===== config.mk =====
export PLATFORM = sky130hd
export DESIGN_NAME = sbox_lookup_ctrl
export DESIGN_NICKNAME = d
export VERILOG_FILES = /design/src/rtl/aes_pkg.sv /design/src/rtl/sbox_lookup_ctrl.sv
export SDC_FILE = /design/constraint.sdc
export NUM_CORES = 1
export LEC_CHECK = 0
export CELL_PAD_IN_SITES_DETAIL_PLACEMENT = 0
export CELL_PAD_IN_SITES_GLOBAL_PLACEMENT = 1
export CORE_MARGIN = 2
export CORE_UTILIZATION = 41
export CTS_CLUSTER_DIAMETER = 30
export DETAILED_ROUTE_END_ITERATION = 8
export PLACE_DENSITY = 0.83
export SYNTH_ARGS = -nofsm -noshare
export SYNTH_HDL_FRONTEND = slang
export SYNTH_SLANG_ARGS = --single-unit

===== constraint.sdc =====
create_clock -name clk -period 26.7 [get_ports clk]
set_input_delay 4.005 -clock clk [delete_from_list [all_inputs] [get_ports clk]]
set_output_delay 4.005 -clock clk [all_outputs]
set_load 0.005 [all_outputs]

===== src/rtl/aes_pkg.sv =====
// Shared definitions for the S-box lookup controller: FSM states, table
// depth and the read latency of the S-box SRAM.
package aes_pkg;

    typedef enum logic [1:0] {
        LOAD   = 2'd0,
        IDLE   = 2'd1,
        LOOKUP = 2'd2,
        HOLD   = 2'd3
    } state_t;

    localparam int SBOX_DEPTH  = 256;
    localparam int SRAM_RD_LAT = 1;

    function automatic logic is_last_entry(input logic [7:0] cnt);
        return (cnt == 8'(SBOX_DEPTH - 1));
    endfunction

endpackage


===== src/rtl/sbox_lookup_ctrl.sv =====
// Loads a 256-entry S-box into an external SRAM, then substitutes every byte
// of a state block through it with one pipelined read per cycle.
module sbox_lookup_ctrl
    import aes_pkg::*;
#(
    parameter int NBYTES     = 16,
    parameter int ADDR_WIDTH = 8
) (
    input  logic                         clk,
    input  logic                         rst,
    input  logic                         ld_valid,
    input  logic [ADDR_WIDTH-1:0]        ld_data,
    output logic                         ld_ready,
    input  logic                         reload,
    output logic                         table_ok,
    input  logic                         in_valid,
    input  logic [ADDR_WIDTH*NBYTES-1:0] in_state,
    output logic                         in_ready,
    output logic                         out_valid,
    output logic [ADDR_WIDTH*NBYTES-1:0] out_state,
    input  logic                         out_ready,
    output logic                         csb0,
    output logic [ADDR_WIDTH-1:0]        addr0,
    output logic [ADDR_WIDTH-1:0]        din0,
    output logic                         csb1,
    output logic [ADDR_WIDTH-1:0]        addr1,
    input  logic [ADDR_WIDTH-1:0]        dout1
);

    localparam int IW = $clog2(NBYTES + 1);
    localparam int OW = IW + 3;

    state_t                         state_r;
    state_t                         state_s;
    logic [7:0]                     ld_cnt_r;
    logic [IW-1:0]                  idx_r;
    logic [ADDR_WIDTH*NBYTES-1:0]   in_state_r;
    logic                           last_rd_s;
    logic [OW-1:0]                  rd_off_s;
    logic [OW-1:0]                  cap_off_s;

    assign last_rd_s = (idx_r == IW'(NBYTES));
    assign rd_off_s  = {idx_r, 3'b000};
    // Read k returns its data SRAM_RD_LAT cycles later, so capture lags issue.
    assign cap_off_s = {idx_r - IW'(SRAM_RD_LAT), 3'b000};

    // State register.
    always_ff @(posedge clk or posedge rst) begin
        if (rst) begin
            state_r <= LOAD;
        end else begin
            state_r <= state_s;
        end
    end

    // Next-state decode and the combinational SRAM/handshake outputs.
    always_comb begin
        state_s  = state_r;
        ld_ready = 1'b0;
        in_ready = 1'b0;
        csb0     = 1'b1;
        addr0    = '0;
        din0     = '0;
        csb1     = 1'b1;
        addr1    = '0;
        case (state_r)
            LOAD: begin
                ld_ready = 1'b1;
                if (ld_valid) begin
                    csb0  = 1'b0;
                    addr0 = ADDR_WIDTH'(ld_cnt_r);
                    din0  = ld_data;
                    if (is_last_entry(ld_cnt_r)) begin
                        state_s = IDLE;
                    end else begin
                        state_s = LOAD;
                    end
                end else begin
                    state_s = LOAD;
                end
            end
            IDLE: begin
                in_ready = table_ok;
                // A same-cycle handshake wins over reload.
                if (in_valid && table_ok) begin
                    state_s = LOOKUP;
                end else if (reload) begin
                    state_s = LOAD;
                end else begin
                    state_s = IDLE;
                end
            end
            LOOKUP: begin
                if (last_rd_s) begin
                    state_s = HOLD;
                end else begin
                    csb1    = 1'b0;
                    addr1   = in_state_r[rd_off_s +: ADDR_WIDTH];
                    state_s = LOOKUP;
                end
            end
            HOLD: begin
                if (out_ready) begin
                    state_s = IDLE;
                end else begin
                    state_s = HOLD;
                end
            end
            default: begin
                state_s = LOAD;
            end
        endcase
    end

    // Load counter, table status, captured input block and result assembly.
    always_ff @(posedge clk or posedge rst) begin
        if (rst) begin
            ld_cnt_r   <= 8'd0;
            idx_r      <= '0;
            in_state_r <= '0;
            out_state  <= '0;
            table_ok   <= 1'b0;
            out_valid  <= 1'b0;
        end else begin
            case (state_r)
                LOAD: begin
                    if (ld_valid) begin
                        if (is_last_entry(ld_cnt_r)) begin
                            ld_cnt_r <= 8'd0;
                            table_ok <= 1'b1;
                        end else begin
                            ld_cnt_r <= ld_cnt_r + 8'd1;
                        end
                    end
                end
                IDLE: begin
                    if (in_valid && table_ok) begin
                        in_state_r <= in_state;
                        idx_r      <= '0;
                    end else if (reload) begin
                        table_ok <= 1'b0;
                    end
                end
                LOOKUP: begin
                    if (idx_r >= IW'(SRAM_RD_LAT)) begin
                        out_state[cap_off_s +: ADDR_WIDTH] <= dout1;
                    end
                    if (last_rd_s) begin
                        out_valid <= 1'b1;
                    end else begin
                        idx_r <= idx_r + IW'(1);
                    end
                end
                HOLD: begin
                    if (out_ready) begin
                        out_valid <= 1'b0;
                    end
                end
                default: begin
                    out_valid <= 1'b0;
                end
            endcase
        end
    end

endmodule


==> flow_metrics.env, run 1 <==
export IMPL_cts_resized=0
export IMPL_num_vias=9312
export IMPL_final_max_slew_viol_count=0
export IMPL_drt_antenna_violating_nets=0
export IMPL_cts_buffers=56
export IMPL_postSynthNetCount=1285
export IMPL_cts_setup_buffers=0
export IMPL_core_um2=29700
export IMPL_drc=0
export IMPL_drive_gt1_share_pct=18.4
export IMPL_synthesis_area_um2=12400
export IMPL_p_total_mw=1.19
export IMPL_max_freq_ghz=0.102
export IMPL_power_leakage_nw=8.60
export IMPL_arrival_ps=5800
export IMPL_syn_to_final_growth_pct=43.6
export IMPL_tns_ps=0
export IMPL_worst_path_max_delay_cell="clkdlybuf4s50_1"
export IMPL_dr_first_iter_drc_count=453
export IMPL_cts_buffer_depth=3
export IMPL_dieArea_um2=31600
export IMPL_track_usage_pct=21.7
export IMPL_r2r_start="idx_r[0]"
export IMPL_async_flop_share_pct=100
export IMPL_status="completed"
export IMPL_min_to="in_state_r[118]"
export IMPL_ff2ff_path_depth=9
export IMPL_dpl_worst_slack_ps=16900
export IMPL_dpl_cell_area_um2=15800
export IMPL_cp_end_kind="output pin"
export IMPL_cts_hold_buffers_added=0
export IMPL_die_w_um=178
export IMPL_ir_worst_vdd_mv=0.0468
export IMPL_final_common_cell="nand2_1"
export IMPL_rsz0062_at_grt="false"
export IMPL_setup_viol=0
export IMPL_grt_pass1_vias=9578
export IMPL_routabilityCongestion=0.787
export IMPL_busiest_layer="met2"
export IMPL_yosysWarnings=0
export IMPL_slew_headroom_pct=27.7
export IMPL_p_per_area_nw_per_um2=66.9
export IMPL_fin_ws_ps=16900
export IMPL_stdcell_count=1878
export IMPL_cts_clk_slew_worst_paths_ps=50
export IMPL_hold_viol=0
export IMPL_htree_levels=2
export IMPL_nets=1598
export IMPL_ys_seq_area_share_pct=55.2
export IMPL_fp_row_count=63
export IMPL_use_met2_pct=36.2
export IMPL_grt_max_degree=134
export IMPL_overflow=0
export IMPL_stdcell_area_um2=17800
export IMPL_critPathMaxStageDelay_ps=500
export IMPL_first_pass_iters=5
export IMPL_post_drt_wl_per_cell_um=18.2
export IMPL_maxCapViolCount=0
export IMPL_worstSetupPathType="input port to output pin"
export IMPL_grt_use_met3_pct=4.63
export IMPL_finalCritPeriodShare_pct=36.7
export IMPL_startpoint_type="input port"
export IMPL_routed_via_density=4.96
export IMPL_cts_num_sinks=273
export IMPL_synth_ff_type="dfrtp_1"
export IMPL_whs_ps=467
export IMPL_die_h_um=178
export IMPL_crit_required_ps=22690
export IMPL_numPortBuffers=307
export IMPL_cts_tree="yes"
export IMPL_skew_ps=33.4
export IMPL_fin_crit_ps=9800
export IMPL_clk_latency_ps=570
export IMPL_worstHoldPathType="flip-flop to flip-flop"
export IMPL_netlist_instances=1128
export IMPL_io_pins=308
export IMPL_routed_wl_um=34100
export IMPL_ys_seq_elements=273
export IMPL_grt_first_pass_wirelength_um=53100
export IMPL_clk_root_buffer_cell="clkbuf_16"
export IMPL_fin_util_pct=59.8
export IMPL_antenna_found_initial=2
export IMPL_dp_final_hpwl_um=23200
export IMPL_timing_worst_slew_pin_value_ps=1080
export IMPL_yosysUniqueCellTypes=43
export IMPL_final_cell_mix="416 x nand2_1, 307 x clkdlybuf4s50_1, 271 x dfrtp_1, 101 x mux2_2, 57 x clkbuf_16"
export IMPL_hold_path_cell_count=2
export IMPL_dp_cells=1773
export IMPL_cp_common_cell="clkdlybuf4s50_1"
export IMPL_r2r_slack_ps=22840
export IMPL_use_met1_pct=28.4
export IMPL_min_from="in_state_r[118]"
export IMPL_crit_chain="clkdlybuf4s50_1 > nor3b_1 > buf_4 > inv_1 > nor2_1 > clkdlybuf4s50_1"
export IMPL_worst_path_max_fanout=17
export IMPL_start_util_pct=41.7
export IMPL_synth_edff_count=0
export IMPL_avgSynthCellArea_um2=11.0
export IMPL_r2r_end="out_state[80]"
[metal layers]
metal	wire [µm]	up-vias
met1	14600	4571
li1	-	4364
met5	11	-
met4	760	2
met3	2310	56
met2	16400	319
[worst max-delay path by stage]
stage / depth (start not counted) / slack (ps) / to / startpoint
floorplan: 1 / 15170 / idx_r[0] / rst
global placement: 6 / 16970 / addr0[1] / ld_valid
global route: 6 / 16760 / addr0[1] / ld_valid
finish: 6 / 16900 / addr0[1] / ld_valid
CTS: 6 / 16890 / addr0[1] / ld_valid
detailed placement: 6 / 16900 / addr0[1] / ld_valid
[worst max-delay path: cells and delay by family]
kind,cells,cell delay [ps]
AND/OR/NAND/NOR,2,490
buffers and inverters,4,1300
[registers in the layout, indices dropped and copies added, names as in the netlist]
| signal | cells |
|---|---|
| table_ok | 1 |
| ld_cnt_r | 8 |
| idx_r | 5 |
| out_state | 128 |
| in_state_r | 128 |
| state_r | 2 |
| out_valid | 1 |
[synthesized netlist by cell type, types with 6 or more instances]
library cell  number  area (µm²)
nand3_1           16        80.1
nor2_4             6        67.6
and2_1            39         244
o21ai_0           15        75.1
nor2_1            44         165
mux2_1            19         214
mux4_2            40         901
xor2_1             7        61.3
clkbuf_1          43         161
and3_1            11        68.8
buf_2              7        35.0
inv_1             15        56.3
nor2b_1           12        75.1
ha_1               7        87.6
mux2_2           101        1140
nand2_1          416        1560
dfrtp_1          273        6830
[final cells by class]
type	instances	area, µm²
Antenna cell	1	2.50
Clock inverter	30	388
Fill cell	2429	11900
Timing Repair Buffer	314	3130
Tap cell	390	488
Clock buffer	74	1610
Multi-Input combinational cell	781	5270
Inverter	15	63.8
Sequential cell	273	6830
[cell families (layout without fill, tap and decap cells)]
kind of cell | after synthesis | in the layout | synth area share [%]
mux | 160 | 160 | 18.2
other cells | 0 | 1 | 0
fa+ha+maj | 7 | 7 | 0.707
compound gates | 28 | 28 | 1.40
flops | 273 | 273 | 55.2
buf+inv | 74 | 433 | 2.59
xor+xnor | 15 | 15 | 1.33
simple gates | 571 | 571 | 20.6
[power by group]
group          internal [mW]  total, mW  switching, mW  leakage [nW]
clock network          0.483      0.712          0.229         0.961
registers              0.419      0.425        0.00550          3.71
logic                 0.0303     0.0519         0.0215          3.93
total                  0.932       1.19          0.256          8.60
(Power assumes the default switching activity.)
==> run 2, diff against run 1 <==
Settings changed: CORE_UTILIZATION 41 to 35, PLACE_DENSITY 0.83 to 0.75.
Clock period 26.7 ns to 8.28 ns, I/O delays scaled along.
==> flow_metrics.env, run 2 (same netlist as run 1, synthesis figures left out) <==
export IMPL_min_from="in_state_r[87]"
export IMPL_finalCritPeriodShare_pct=57.2
export IMPL_hold_viol=0
export IMPL_reg_top3="in_state_r (128), out_state (128), ld_cnt_r (8)"
export IMPL_dpl_worst_slack_ps=3710
export IMPL_die_w_um=192
export IMPL_stdcell_area_um2=17900
export IMPL_p_sw_share_pct=20.7
export IMPL_post_drt_wl_per_cell_um=18.2
export IMPL_clk_latency_ps=560
export IMPL_fin_crit_ps=4730
export IMPL_slew_headroom_pct=28.3
export IMPL_overflow=0
export IMPL_arrival_ps=3490
export IMPL_final_max_slew_viol_count=0
export IMPL_grt_first_pass_wirelength_um=54900
export IMPL_grt_pass1_vias=9728
export IMPL_dpl_cell_area_um2=15900
export IMPL_worstHoldPathType="flip-flop to flip-flop"
export IMPL_pwr_share_comb_pct=4.4
export IMPL_max_freq_ghz=0.211
export IMPL_min_to="in_state_r[87]"
export IMPL_wl_met1_um=15300
export IMPL_path_buf_inv=2
export IMPL_worst_path_max_fanout=32
export IMPL_start_util_pct=35.7
export IMPL_cts_buffers=59
export IMPL_first_pass_iters=4
export IMPL_p_per_area_nw_per_um2=217
export IMPL_crit_chain="buf_4 > mux4_2 > mux4_2 > nor2b_1 > clkdlybuf4s50_1"
export IMPL_cp_end_kind="output pin"
export IMPL_wl_met3_um=2470
export IMPL_power_leakage_nw=8.64
export IMPL_rsz0062_at_grt="false"
export IMPL_ir_worst_vdd_mv=0.172
export IMPL_timing_worst_slew_pin_value_ps=1070
export IMPL_ff2ff_path_depth=8
export IMPL_routabilityCongestion=0.817
export IMPL_final_cell_mix="416 x nand2_1, 307 x clkdlybuf4s50_1, 271 x dfrtp_1, 101 x mux2_2, 59 x clkbuf_16"
export IMPL_die_h_um=192
export IMPL_status="completed"
export IMPL_cts_clk_slew_worst_paths_ps=40
export IMPL_final_common_cell="nand2_1"
export IMPL_final_fill_count=3115
export IMPL_startpoint_type="flip-flop"
export IMPL_routed_wl_um=35500
export IMPL_r2r_end="out_state[81]"
export IMPL_r2r_start="idx_r[1]"
export IMPL_critPathMaxStageDelay_ps=640
export IMPL_grt_max_degree=141
export IMPL_wl_met2_um=16900
export IMPL_num_vias=9302
export IMPL_cts_setup_buffers=0
export IMPL_drc=0
export IMPL_power_share_clock_pct=60.3
export IMPL_p_total_mw=3.88
export IMPL_p_int_mw=3.08
export IMPL_cts_num_sinks=273
export IMPL_routed_via_density=4.78
export IMPL_cts_resized=0
export IMPL_track_usage_pct=19.3
export IMPL_htree_levels=2
export IMPL_fin_ws_ps=3550
export IMPL_cp_common_cell="mux4_2"
export IMPL_dp_final_hpwl_um=25300
export IMPL_drt_antenna_violating_nets=0
export IMPL_whs_ps=467
export IMPL_cp_top_family="multiplexers"
export IMPL_tns_ps=0
export IMPL_dr_first_iter_drc_count=427
export IMPL_drive_gt1_share_pct=18.5
export IMPL_worst_path_max_delay_cell="mux4_2"
export IMPL_clk_root_buffer_cell="clkbuf_16"
export IMPL_antenna_found_initial=2
export IMPL_cts_tree="yes"
export IMPL_syn_to_final_growth_pct=44.7
export IMPL_hold_path_cell_count=2
export IMPL_skew_ps=19.1
export IMPL_setup_viol=0
export IMPL_p_sw_mw=0.804
export IMPL_top_layer_used="met5"
export IMPL_cts_hold_buffers_added=0
export IMPL_nets=1603
export IMPL_core_um2=34700
export IMPL_crit_required_ps=7040
export IMPL_dieArea_um2=36900
export IMPL_seqPwrFrac_pct=35.3
export IMPL_worstSetupPathType="flip-flop to output pin"
export IMPL_fp_row_count=68
export IMPL_io_pins=308
export IMPL_r2r_slack_ps=4460
export IMPL_numPortBuffers=307
export IMPL_maxCapViolCount=0
export IMPL_cts_buffer_depth=3
run 2: changes by cell type in the layout (fill, tap and decap cells not counted), sizes merged:
| cell | delta |
|---|---|
| bufinv | +1 |
| inv | -2 |
| clkbuf | +5 |
| buf | +2 |
| clkinv | -2 |
run 2: metal layers:
metal	up-vias	GRT usage, %
met3	56	4.00
met2	305	32.0
met1	4571	25.4
li1	4368	-
met5	-	0
met4	2	5.90
run 2: worst max-delay path by stage:
stage              from  endpoint  slack [ps]  depth (start not counted)
2_1_floorplan       rst  idx_r[0]        3430                          1
3_3_place_gp   ld_valid   din0[7]        3820                          5
3_5_place_dp   ld_valid   din0[4]        3710                          5
4_1_cts        idx_r[0]  addr1[0]        3480                          5
5_1_grt        idx_r[0]  addr1[0]        3370                          5
6_report       idx_r[0]  addr1[0]        3550                          5
run 2: final cells by class:
type                    count  area [µm²]  share of cell area, %
flip-flops and latches    273        6830                   38.1
multi-input cells         781        5270                   29.4
repair buffers            316        3150                   17.6
clock buffers              79        1680                   9.39
well taps                 455         569                   3.18
clock inverters            27         352                   1.96
inverters                  15        60.1                  0.335
diodes                      1        2.50                 0.0140
run 2: through the flow:
stage,utilization [%],std cells
global route,51.6,1947
global placement,45.8,1840
CTS,51.6,1946
detailed placement,45.8,1840
floorplan,-,1128
finish,51.6,1947
run 2: tightest hold or removal path: stages, from the launching register on:
cell and delay, ps:
dfrtp_1 330, nand2_1 50, nand2_1 50
run 2: power by group through the flow:
stage | clock, mW | combinational [mW] | sequential (mW)
4_1_cts | 2.39 | 0.174 | 1.37
2_1_floorplan | 0 | 0.0522 | 1.39
6_report | 2.34 | 0.170 | 1.37
5_1_grt | 2.46 | 0.185 | 1.37
3_3_place_gp | 0 | 0.173 | 1.39
3_5_place_dp | 0 | 0.174 | 1.39
==> run 3, diff against run 2 <==
Settings changed: CORE_UTILIZATION 35 to 38, PLACE_DENSITY 0.75 to 0.78.
Clock period 8.28 ns to 4.9 ns, I/O delays scaled along.
==> flow_metrics.env, run 3 (same netlist as run 1, synthesis figures left out) <==
export IMPL_status="completed"
export IMPL_hold_viol=0
export IMPL_ff2ff_path_depth=8
export IMPL_stdcell_count=1937
export IMPL_core_um2=32300
export IMPL_tns_ps=0
export IMPL_hold_path_cell_count=2
export IMPL_numPortBuffers=307
export IMPL_fp_row_count=66
export IMPL_critPathMaxStageDelay_ps=690
export IMPL_arrival_ps=3340
export IMPL_routed_wl_um=35700
export IMPL_min_to="in_state_r[58]"
export IMPL_finalCritPeriodShare_pct=83.1
export IMPL_num_vias=9450
export IMPL_io_pins=308
export IMPL_final_cell_mix="416 x nand2_1, 307 x clkdlybuf4s50_1, 271 x dfrtp_1, 101 x mux2_2, 59 x clkbuf_16"
export IMPL_use_met1_pct=27.2
export IMPL_htree_levels=2
export IMPL_drt_antenna_violating_nets=0
export IMPL_crit_required_ps=4160
export IMPL_fin_crit_ps=4070
export IMPL_cts_setup_buffers=0
export IMPL_r2r_start="idx_r[1]"
export IMPL_start_util_pct=38.3
export IMPL_final_max_slew_viol_count=0
export IMPL_dr_first_iter_drc_count=542
export IMPL_multi_input_area_um2=5270
export IMPL_slew_headroom_pct=30.7
export IMPL_ir_worst_vdd_mv=0.258
export IMPL_p_per_area_nw_per_um2=379
export IMPL_post_drt_wl_per_cell_um=18.4
export IMPL_startpoint_type="flip-flop"
export IMPL_first_pass_iters=8
export IMPL_cts_num_sinks=273
export IMPL_setup_viol=0
export IMPL_antenna_found_initial=2
export IMPL_worstHoldPathType="flip-flop to flip-flop"
export IMPL_track_usage_pct=21.3
export IMPL_dp_cells=1828
export IMPL_cp_common_cell="mux4_2"
export IMPL_worst_path_max_delay_cell="dfrtp_2"
export IMPL_cts_buffers=58
export IMPL_drive_gt1_share_pct=19.0
export IMPL_max_freq_ghz=0.246
export IMPL_routabilityCongestion=0.818
export IMPL_regArea_um2=6830
export IMPL_worstSetupPathType="flip-flop to output pin"
export IMPL_die_w_um=185
export IMPL_reg_top3="in_state_r (128), out_state (128), ld_cnt_r (8)"
export IMPL_routed_via_density=4.88
export IMPL_nets=1603
export IMPL_clk_latency_ps=570
export IMPL_cts_tree="yes"
export IMPL_drc=0
export IMPL_cts_hold_buffers_added=0
export IMPL_rsz0062_at_grt="false"
export IMPL_final_fill_count=2751
export IMPL_crit_chain="buf_4 > mux4_2 > mux4_2 > nor2b_1 > clkdlybuf4s50_1"
export IMPL_grt_first_pass_wirelength_um=56000
export IMPL_dp_final_hpwl_um=25700
export IMPL_use_met2_pct=35.8
export IMPL_cts_buffer_depth=3
export IMPL_cp_end_kind="output pin"
export IMPL_syn_to_final_growth_pct=45.9
export IMPL_final_common_cell="nand2_1"
export IMPL_min_from="in_state_r[58]"
export IMPL_maxCapViolCount=0
export IMPL_clk_root_buffer_cell="clkbuf_16"
export IMPL_worst_path_max_fanout=24
export IMPL_busiest_layer="met2"
export IMPL_grt_use_met3_pct=5.33
export IMPL_die_h_um=185
export IMPL_overflow=0
export IMPL_antenna_cells=0
export IMPL_grt_max_degree=138
export IMPL_r2r_slack_ps=1410
export IMPL_timing_worst_slew_pin_value_ps=1040
export IMPL_cts_clk_slew_worst_paths_ps=50
export IMPL_cts_resized=0
export IMPL_r2r_end="out_state[83]"
export IMPL_dieArea_um2=34000
export IMPL_grt_pass1_vias=9885
export IMPL_skew_ps=24.9
export IMPL_power_leakage_nw=8.70
[run 3: area by class of cell]
cell class / count / share of cell area (%)
Sequential cell: 273 / 37.8
Multi-Input combinational cell: 781 / 29.1
Timing Repair Buffer: 317 / 17.6
Clock buffer: 69 / 8.77
Clock inverter: 40 / 3.24
Tap cell: 442 / 3.06
Inverter: 15 / 0.332
[run 3: metrics by stage]
stage          worst slack, ps  util, %  area (µm²)  power (mW)  hold WS (ps)
4_1_cts                    758     56.0       18100        6.91           471
3_3_place_gp              1390     49.2       15900        2.63           455
5_1_grt                    624     56.0       18100        7.06           489
2_1_floorplan              556        -       12400        2.43           440
6_report                   827     56.0       18100        6.84           469
3_5_place_dp              1370     49.2       15900        2.64           461
[run 3: critical path: cells and delay by family (launching register included)]
| family | cells | cell delay, ps |
|---|---|---|
| mux | 2 | 1020 |
| buf+inv | 2 | 880 |
| flops | 1 | 690 |
| simple gates | 1 | 170 |
[run 3: how the worst max path moves through the flow]
stage / startpoint / endpoint / slack [ps] / depth (start not counted)
after CTS: idx_r[0] / addr1[4] / 760 / 5
after detailed placement: idx_r[0] / addr1[4] / 1370 / 5
after global routing: idx_r[0] / addr1[4] / 620 / 5
final: idx_r[0] / addr1[0] / 830 / 5
after global placement: idx_r[0] / addr1[4] / 1390 / 5
after floorplan: rst / idx_r[0] / 560 / 1
[run 3: where the power goes]
group          internal [mW]  switching (mW)  leakage, nW
sequential              2.28          0.0279         3.71
clock                   2.95            1.30         1.03
combinational          0.168           0.118         3.95
total                   5.40            1.45         8.70
[run 3: routing by layer]
layer	up-vias	part of all wire, %
met1	4673	41
met3	76	7.6
met4	4	2.9
met2	328	48
met5	-	0.076
li1	4369	-
